==> src/rtl/wtm_seq_pkg.sv <==
// Shared types and constants for the sequenced 8x8 Wallace-tree multiplier.
// The optional signed mode is selected by the WTM_SEQ_SIGNED_EN macro.
package wtm_seq_pkg;

   localparam int STEPS  = 4;
   localparam int NIB_W  = 4;
   localparam int OP_W   = 8;
   localparam int PROD_W = 16;
   localparam int K_W    = $clog2(STEPS);

   typedef enum logic [1:0] {
      IDLE = 2'd0,
      MUL  = 2'd1,
      DONE = 2'd2
   } state_t;

   // Two's complement magnitude; -128 maps to 8'h80 as an unsigned value.
   function automatic logic [OP_W-1:0] abs_op(input logic [OP_W-1:0] v);
      return v[OP_W-1] ? (~v + 8'd1) : v;
   endfunction

endpackage

==> src/rtl/wtm_seq8_wtm.sv <==
// 4x4 unsigned Wallace tree multiplier: one carry-save layer, then a final adder.
module wtm
   import wtm_seq_pkg::*;
(
   input  logic [NIB_W-1:0]   x,
   input  logic [NIB_W-1:0]   y,
   output logic [2*NIB_W-1:0] prod
);

   logic [NIB_W-1:0] pp [NIB_W];
   logic s1, c1, s2, c2, s3, c3, s4, c4, s5, c5;
   logic [7:0] row0, row1, row2;

   always_comb begin
      for (int i = 0; i < NIB_W; i++) begin
         pp[i] = {NIB_W{x[i]}} & y;
      end
   end

   // pp[i][j] has weight i+j; each column of height >= 2 is compressed once.
   assign {c1, s1} = {1'b0, pp[0][1]} + {1'b0, pp[1][0]};
   assign {c2, s2} = {1'b0, pp[0][2]} + {1'b0, pp[1][1]} + {1'b0, pp[2][0]};
   assign {c3, s3} = {1'b0, pp[0][3]} + {1'b0, pp[1][2]} + {1'b0, pp[2][1]};
   assign {c4, s4} = {1'b0, pp[1][3]} + {1'b0, pp[2][2]} + {1'b0, pp[3][1]};
   assign {c5, s5} = {1'b0, pp[2][3]} + {1'b0, pp[3][2]};

   assign row0 = {1'b0, pp[3][3], s5, s4, s3, s2, s1, pp[0][0]};
   assign row1 = {1'b0, c5, c4, c3, c2, c1, 2'b00};
   assign row2 = {4'b0000, pp[3][0], 3'b000};

   assign prod = row0 + row1 + row2;

endmodule

==> src/rtl/wtm_seq8.sv <==
// Sequenced 8x8 multiplier reusing one 4x4 Wallace core over four steps.
// Define WTM_SEQ_SIGNED_EN for two's complement operands and product.
module wtm_seq8
   import wtm_seq_pkg::*;
(
   input  logic              clk,
   input  logic              rst,
   input  logic              in_valid,
   output logic              in_ready,
   input  logic [OP_W-1:0]   a,
   input  logic [OP_W-1:0]   b,
   output logic              out_valid,
   input  logic              out_ready,
   output logic [PROD_W-1:0] p,
   output logic              busy
);

   state_t             state_q, state_d;
   logic [K_W-1:0]     k_q, k_d;
   logic [OP_W-1:0]    a_q, a_d, b_q, b_d;
   logic [PROD_W-1:0]  acc_q, acc_d;
   logic [NIB_W-1:0]   nib_a, nib_b;
   logic [2*NIB_W-1:0] core_prod;
   logic [PROD_W-1:0]  part;
`ifdef WTM_SEQ_SIGNED_EN
   logic               sign_q, sign_d;
`endif

   // k[0] picks the a nibble, k[1] the b nibble.
   assign nib_a = k_q[0] ? a_q[7:4] : a_q[3:0];
   assign nib_b = k_q[1] ? b_q[7:4] : b_q[3:0];

   wtm u_wtm (
      .x    (nib_a),
      .y    (nib_b),
      .prod (core_prod)
   );

   always_comb begin
      case (k_q)
         2'd0:    part = {8'h00, core_prod};
         2'd1,
         2'd2:    part = {4'h0, core_prod, 4'h0};
         default: part = {core_prod, 8'h00};
      endcase
   end

   always_comb begin
      state_d = state_q;
      k_d     = k_q;
      a_d     = a_q;
      b_d     = b_q;
      acc_d   = acc_q;
`ifdef WTM_SEQ_SIGNED_EN
      sign_d  = sign_q;
`endif
      case (state_q)
         IDLE: begin
            if (in_valid) begin
`ifdef WTM_SEQ_SIGNED_EN
               a_d    = abs_op(a);
               b_d    = abs_op(b);
               sign_d = a[OP_W-1] ^ b[OP_W-1];
`else
               a_d    = a;
               b_d    = b;
`endif
               acc_d   = '0;
               k_d     = '0;
               state_d = MUL;
            end
         end
         MUL: begin
            acc_d = acc_q + part;
            if (k_q == K_W'(STEPS - 1)) begin
               state_d = DONE;
            end else begin
               k_d = k_q + 1'b1;
            end
         end
         DONE: begin
            if (out_ready) begin
               state_d = IDLE;
            end
         end
         default: state_d = IDLE;
      endcase
   end

   always_ff @(posedge clk) begin
      if (rst) begin
         state_q <= IDLE;
         k_q     <= '0;
         a_q     <= '0;
         b_q     <= '0;
         acc_q   <= '0;
`ifdef WTM_SEQ_SIGNED_EN
         sign_q  <= 1'b0;
`endif
      end else begin
         state_q <= state_d;
         k_q     <= k_d;
         a_q     <= a_d;
         b_q     <= b_d;
         acc_q   <= acc_d;
`ifdef WTM_SEQ_SIGNED_EN
         sign_q  <= sign_d;
`endif
      end
   end

   assign in_ready  = (state_q == IDLE);
   assign out_valid = (state_q == DONE);
   assign busy      = (state_q != IDLE);

`ifdef WTM_SEQ_SIGNED_EN
   assign p = sign_q ? (~acc_q + 16'd1) : acc_q;
`else
   assign p = acc_q;
`endif

endmodule

==> config.mk <==
export PLATFORM = sky130hd
export DESIGN_NAME = wtm_seq8
export DESIGN_NICKNAME = d
export VERILOG_FILES = /design/src/rtl/wtm_seq_pkg.sv /design/src/rtl/wtm_seq8_wtm.sv /design/src/rtl/wtm_seq8.sv
export SDC_FILE = /design/constraint.sdc
export NUM_CORES = 1
export LEC_CHECK = 0
export CORE_MARGIN = 1
export CORE_UTILIZATION = 54
export DETAILED_ROUTE_END_ITERATION = 10
export HOLD_SLACK_MARGIN = 0.1
export PLACE_DENSITY = 0.92
export SLEW_MARGIN = 20
export SYNTH_ARGS = -nofsm -noshare
export SYNTH_HDL_FRONTEND = slang
export SYNTH_SLANG_ARGS = --single-unit
==> constraint.sdc <==
create_clock -name clk -period 6.9 [get_ports clk]
set_input_delay 0.69 -clock clk [delete_from_list [all_inputs] [get_ports clk]]
set_output_delay 0.69 -clock clk [all_outputs]
set_load 0.005 [all_outputs]
==> metrics, run 1 <==
CP Data Required Time just over 7 ns; vias per inst about 5.7; Max-cap violations 0; Seq cells post-synth 36; P_leak between 1 and 1.5 nW; ratio of cells with drive above 1 in the final layout 0.04482; Initial Util 0.5718; DR vias about 2,300; CTS sink cnt 36; Worst EP arrival about 5.4 ns; Ys Warns 0; initial drt markers about 110; fin nets ~410; Synth Instances 324; CTS H-tree lvls 2; TritonCTS Buffers 5; CP max FO 8; failing checks DRC; antenna-violating nets left 0; Non-Filler Instances 409; final slew viol count 0; CTS Hold Bufs 0; GR Util All Layers 0.2442; syn_nets about 380; Bufs and invs on worst path 3; core area around 4400 sq um; worst slew pin tran approximately 1.1 ns; largest net degree at the start of global routing 31; first-pass GRT wire length roughly 10000 um; f_max between 150 and 200 MHz; post-DP HPWL ~4300 um; # rows 24; CTS tree yes; crit share post-route 0.7592; CP top delay family adder cells; commonest non-fill, non-tap cell in the layout nand2_1; Post-Route Setup TNS 0 ns; routed len/inst 14.01 um; synth unique cells slightly above 40; sequential share of the synthesized area 0.2836; Worst Hold Class flop to flop; Critical Path Slowest Stage Cell fa_1; grt ovf 0; leading cell types in the layout, fill and taps excluded nand2_1 (52), clkdlybuf4s50_1 (38), a21oi_1 (36), dfxtp_1 (36), nor2_1 (33); port bufs 38; clock-pin transition on the worst setup and hold timing paths 0.09 ns; asr flop ratio synth 0; I/O pin cnt 39; status finished with violations; Max VDD drop 0.0001495 V; Post-Syn Area around 2500 sq um; Tot Pwr just under 0.5 mW; max_slew headroom 0.2948; chip width a little over 70 um; total wire length approximately 5700 um; post-CTS setup buffers 0; prevailing post-synth register cell dfxtp_1; DR pass1 iterations 7; Clock Tree Root clkbuf_8; Antenna diodes 0; Final setup viols 0; mean post-synth cell area between 7 and 8 sq um; cts repair resizes 0; DRC Markers 5; Critical Path Source Type flop; Die Y ~71 um; CP endpoint kind flop; number of global-route vias before repair 2,357; DIE AREA approximately 5000 sq um; Setup Skew between 0.01 and 0.015 ns; worst skew pair latency ~0.3 ns; power per cell area ~160 nW/um^2; Placed Instances roughly 400; P&R area growth vs syn 20.09%; routability cong. 0.8797; flop2flop setup slack ~1.7 ns; max incr delay on CP 0.55 ns; unrepaired setup endpoints after global routing false; worst-case clock buffer depth 2; Final Hold Violating Endpoints 0; fin crit period 5.238 ns; EDFF count, synth 0; CP Class flop to flop; initial antenna violation count 0; sequence of cells on the critical path mux2i_1, nor2_1, fa_1, inv_1, fa_1, inv_1, ha_1, fa_1, a21o_1, a21oi_1, xnor2_1, a22oi_1, nor2_1, ha_1, inv_1, a21oi_1, nor2_1, or3b_1, a21boi_2, o21ai_1, a32o_1
## per-layer routing
metal,GRT usage,vias up,share of wire
met2,0.4595,69,0.51
met5,0,-,0
met1,0.2619,1088,0.41
li1,-,1170,-
met4,0.1156,0,0.023
met3,0.04843,14,0.051
## registers in the layout, indices dropped and copies added, names as in the netlist
name / count
a_q: 8
b_q: 8
k_q: 2
p: 16
state_q: 2
## metrics by stage
step	worst slack, ns	area (sq um)	hold slack [ns]	util
finish	1.662	3052	0.4633	0.6867
global route	1.409	3052	0.4798	0.6867
CTS	1.698	3052	0.4650	0.6867
detailed placement	1.709	2937	0.4545	0.6608
global placement	1.937	2937	0.4468	0.6608
floorplan	1.963	2541	0.4357	-
## power breakdown
part	switching (mW)	internal (mW)	leakage, nW	total, mW
sequential	0.00624	0.215	0.293	0.221
clock	0.0876	0.109	0.0548	0.197
combinational	0.0377	0.0293	0.957	0.0670
## layout make-up
class,instances,area (sq um)
repair buffers,38,380.4
fillers,375,1393
clock inverters,3,46.29
flip-flops and latches,36,720.7
multi-input cells,255,1695
inverters,20,75.07
well taps,52,65.06
clock buffers,5,68.82
## final timing paths
path                            cells after the start      to    from
worst min register to register                      2  a_q[1]  a_q[1]
worst max-delay path                               21   p[14]  k_q[0]
worst min-delay path                                2  a_q[1]  a_q[1]
worst max register to register                     21   p[14]  k_q[0]
## kinds of logic (layout without fill, tap and decap cells)
| kind of cell | Yosys count | after routing | synth area share |
|---|---|---|---|
| simple gates | 124 | 124 | 0.2166 |
| compound gates | 76 | 76 | 0.1905 |
| flops | 36 | 36 | 0.2836 |
| buf+inv | 33 | 66 | 0.04923 |
| mux | 8 | 8 | 0.03151 |
| xor+xnor | 14 | 14 | 0.04825 |
| fa+ha+maj | 33 | 33 | 0.1802 |
## cells in the mapped netlist, drive strengths merged (4+ instances only)
| master | instances | area [sq um] |
|---|---|---|
| a21o | 4 | 30.03 |
| a21oi | 37 | 188.9 |
| a22o | 4 | 35.03 |
| a22oi | 6 | 45.04 |
| and2 | 8 | 50.05 |
| clkbuf | 12 | 45.04 |
| dfxtp | 36 | 720.7 |
| fa | 6 | 120.1 |
| ha | 27 | 337.8 |
| inv | 20 | 75.07 |
| mux2i | 8 | 80.08 |
| nand2 | 52 | 195.2 |
| nand3 | 11 | 55.05 |
| nor2 | 33 | 123.9 |
| nor2b | 6 | 37.54 |
| o21ai | 9 | 45.04 |
| or2 | 4 | 25.02 |
| xnor2 | 10 | 87.58 |
| xor2 | 4 | 35.03 |
## worst reg2reg max path, cell delays in order, from the launching register on
cell      delay, ns
dfxtp_1        0.54
mux2i_1        0.36
nor2_1         0.12
fa_1           0.55
inv_1          0.05
fa_1           0.50
inv_1          0.05
ha_1           0.21
fa_1           0.40
a21o_1         0.20
a21oi_1        0.17
xnor2_1        0.12
a22oi_1        0.16
nor2_1         0.07
ha_1           0.36
inv_1          0.11
a21oi_1        0.17
nor2_1         0.08
or3b_1         0.42
a21boi_2       0.17
o21ai_1        0.07
a32o_1         0.25
Note: power is estimated with default switching activity, not from simulation.
==> run 2: changes to the inputs <==
--- a/config.mk
+++ b/config.mk
@@ -6,10 +6,10 @@
 export NUM_CORES = 1
 export LEC_CHECK = 0
 export CORE_MARGIN = 1
-export CORE_UTILIZATION = 54
+export CORE_UTILIZATION = 49
 export DETAILED_ROUTE_END_ITERATION = 10
 export HOLD_SLACK_MARGIN = 0.1
-export PLACE_DENSITY = 0.92
+export PLACE_DENSITY = 0.88
 export SLEW_MARGIN = 20
 export SYNTH_ARGS = -nofsm -noshare
 export SYNTH_HDL_FRONTEND = slang
==> constraint.sdc (replaced) <==
create_clock -name clk -period 4.6 [get_ports clk]
set_input_delay 0.46 -clock clk [delete_from_list [all_inputs] [get_ports clk]]
set_output_delay 0.46 -clock clk [all_outputs]
set_load 0.005 [all_outputs]
==> metrics, run 2 (synthesis gave the netlist of run 1 again) <==
DIE AREA 5478 sq um (was 4984 sq um); routed len/inst 14.19 um (was 14.01 um); status finished with violations (unchanged); R2R Path Start k_q[1] (was k_q[0]); fin nets 433 (was 409); worst slew pin tran 1.029 ns (was 1.055 ns); Critical Path Source Type flop (unchanged); Worst EP arrival 4.92 ns (was 5.44 ns); commonest non-fill, non-tap cell in the layout nand2_1 (unchanged); Final setup viols 4 (was 0); Critical path origin k_q[1] (was k_q[0]); clock-pin transition on the worst setup and hold timing paths 0.09 ns (about the same); Post-Route Setup TNS -0.2432 ns (was 0 ns); Clock Tree Root clkbuf_8 (unchanged); total wire length 6358 um (was 5731 um); worst hold slack 0.4571 ns (was 0.4633 ns); number of global-route vias before repair 2,429 (was 2,357); I/O pin cnt 39 (unchanged); DR pass1 iterations 4 (was 7); worst-case clock buffer depth 2 (unchanged); worst hold start a_q[7] (was a_q[1]); Non-Filler Instances 448 (was 409); antenna-violating nets left 0 (unchanged); final slew viol count 0 (unchanged); ratio of cells with drive above 1 in the final layout 0.1837 (was 0.04482); f_max 211.7 MHz (was 190.9 MHz); TritonCTS Buffers 5 (unchanged); port bufs 38 (unchanged); Setup Skew 0.01000 ns (was 0.01273 ns); Die Y 74.02 um (was 70.60 um); Antenna diodes 0 (unchanged); Final Core Density 0.7043 (was 0.6867); P_leak 1.421 nW (was 1.304 nW); Tot Pwr 0.6963 mW (was 0.4849 mW); fillers 365 (was 375); initial drt markers 202 (was 107); CP Class flop to flop (unchanged); power per cell area 203.9 nW/um^2 (was 158.9 nW/um^2); P&R area growth vs syn 34.37% (was 20.09%); Max-cap violations 0 (unchanged); WHS Path Cells 2 (unchanged); core area 4848 sq um (was 4444 sq um); crit share post-route 1.027 (was 0.7592); vias per inst 5.529 (was 5.724); max FFs per register 16 (unchanged); DRC Markers 0 (was 5); Final Hold Violating Endpoints 0 (unchanged); CP max FO 4 (was 8); largest net degree at the start of global routing 31 (unchanged); Worst Hold Class flop to flop (unchanged); chip width 74.02 um (was 70.60 um); worst skew pair latency 0.30 ns (about the same); failing checks setup timing (was DRC); CTS Hold Bufs 0 (unchanged); DR vias 2,477 (was 2,341); GR Util All Layers 0.2484 (was 0.2442); grt ovf 0 (unchanged); CP Data Required Time 4.80 ns (was 7.10 ns); CTS sink cnt 36 (unchanged); Placed Instances 433 (was 401); Max VDD drop 0.0001172 V (was 0.0001495 V); post-DP HPWL 4609 um (was 4311 um); reg2reg path depth 22 (was 21); unrepaired setup endpoints after global routing true (was false); Final Worst Setup Slack -0.1238 ns (was 1.662 ns); leading cell types in the layout, fill and taps excluded nand2_1 (51), clkdlybuf4s50_1 (38), dfxtp_1 (34) (was nand2_1 (52), clkdlybuf4s50_1 (38), a21oi_1 (36), dfxtp_1 (36), nor2_1 (33)); initial antenna violation count 0 (unchanged); max_slew headroom 0.3121 (was 0.2948); CTS H-tree lvls 2 (unchanged); Initial Util 0.5241 (was 0.5718); first-pass GRT wire length 10,430 um (was 9749 um); CTS tree yes (unchanged); # rows 25 (was 24); fin crit period 4.724 ns (was 5.238 ns); routability cong. 0.9328 (was 0.8797); CP endpoint kind flop (unchanged)
-- run 2: cell types whose count changed in the layout (fill, tap and decap cells not counted), moves of 3 or more --
cell,delta
a21oi_1,-5
a21oi_2,+5
buf_4,+23
ha_1,-3
ha_4,+3
mux2i_1,-7
mux2i_2,+3
mux2i_4,+4
o21ai_0,-3
-- run 2: worst max-delay path, stage by stage, from the launching register on --
cell      delay, ns
dfxtp_2        0.36
buf_12         0.13
mux2i_4        0.23
nor2_1         0.09
fa_1           0.50
inv_1          0.05
fa_1           0.49
inv_2          0.05
ha_4           0.16
fa_2           0.37
a21o_1         0.18
a21oi_2        0.17
xnor2_2        0.11
a22oi_1        0.16
nor2_1         0.07
ha_1           0.39
inv_2          0.07
a21oi_2        0.15
nor2_2         0.06
or3b_4         0.39
a21boi_2       0.14
o21ai_1        0.06
a32o_1         0.25
-- run 2: worst paths after layout --
check                               to  slack (ns)
worst max-delay path             p[14]       -0.12
worst min-delay path            a_q[7]        0.46
worst max register to register   p[14]       -0.12
worst min register to register  a_q[7]        0.46
-- run 2: where the power goes --
part / internal [mW] / total, mW / switching (mW)
logic: 0.0589 / 0.122 / 0.0627
registers: 0.323 / 0.334 / 0.0112
clock network: 0.107 / 0.241 / 0.133
total: 0.489 / 0.696 / 0.207
-- run 2: metrics by stage --
step,worst slack (ns),instance area (sq um)
2_1_floorplan,0.001546,2613
3_3_place_gp,-0.07592,3147
3_5_place_dp,-0.2422,3147
4_1_cts,-0.009196,3343
5_1_grt,-0.2846,3415
6_report,-0.1238,3415
-- run 2: routing by layer --
| layer | GRT usage | up-vias | part of all wire |
|---|---|---|---|
| met3 | 0.05014 | 18 | 0.052 |
| li1 | - | 1225 | - |
| met4 | 0.08547 | 0 | 0.021 |
| met2 | 0.4646 | 84 | 0.53 |
| met5 | 0 | - | 0 |
| met1 | 0.2780 | 1150 | 0.40 |
-- run 2: layout make-up --
| cell class | instances | area (sq um) | share of cell area |
|---|---|---|---|
| clock buffer | 5 | 68.82 | 0.02015 |
| clock inverter | 3 | 23.77 | 0.006962 |
| inverter | 20 | 75.07 | 0.02199 |
| multi-input combinational | 255 | 1867 | 0.5467 |
| sequential | 36 | 723.2 | 0.2118 |
| tap | 67 | 83.83 | 0.02455 |
| timing repair buffer | 62 | 573.1 | 0.1678 |
-- run 2: what timing repair did --
action | CTS | global route
setup buffers | 3 | 4
hold endpoints to repair | 0 | 0
gates resized for setup | 17 | 13
endpoints found under the setup margin | 5 | 8
pin swaps | 16 | 13
==> run 3: changes to the inputs <==
--- a/config.mk
+++ b/config.mk
@@ -8,7 +8,6 @@
 export CORE_MARGIN = 1
 export CORE_UTILIZATION = 49
 export DETAILED_ROUTE_END_ITERATION = 10
-export HOLD_SLACK_MARGIN = 0.1
 export PLACE_DENSITY = 0.88
 export SLEW_MARGIN = 20
 export SYNTH_ARGS = -nofsm -noshare
==> results of run 3 <==
Same layout as run 2: the final DEF is identical, and so are final timing and power.
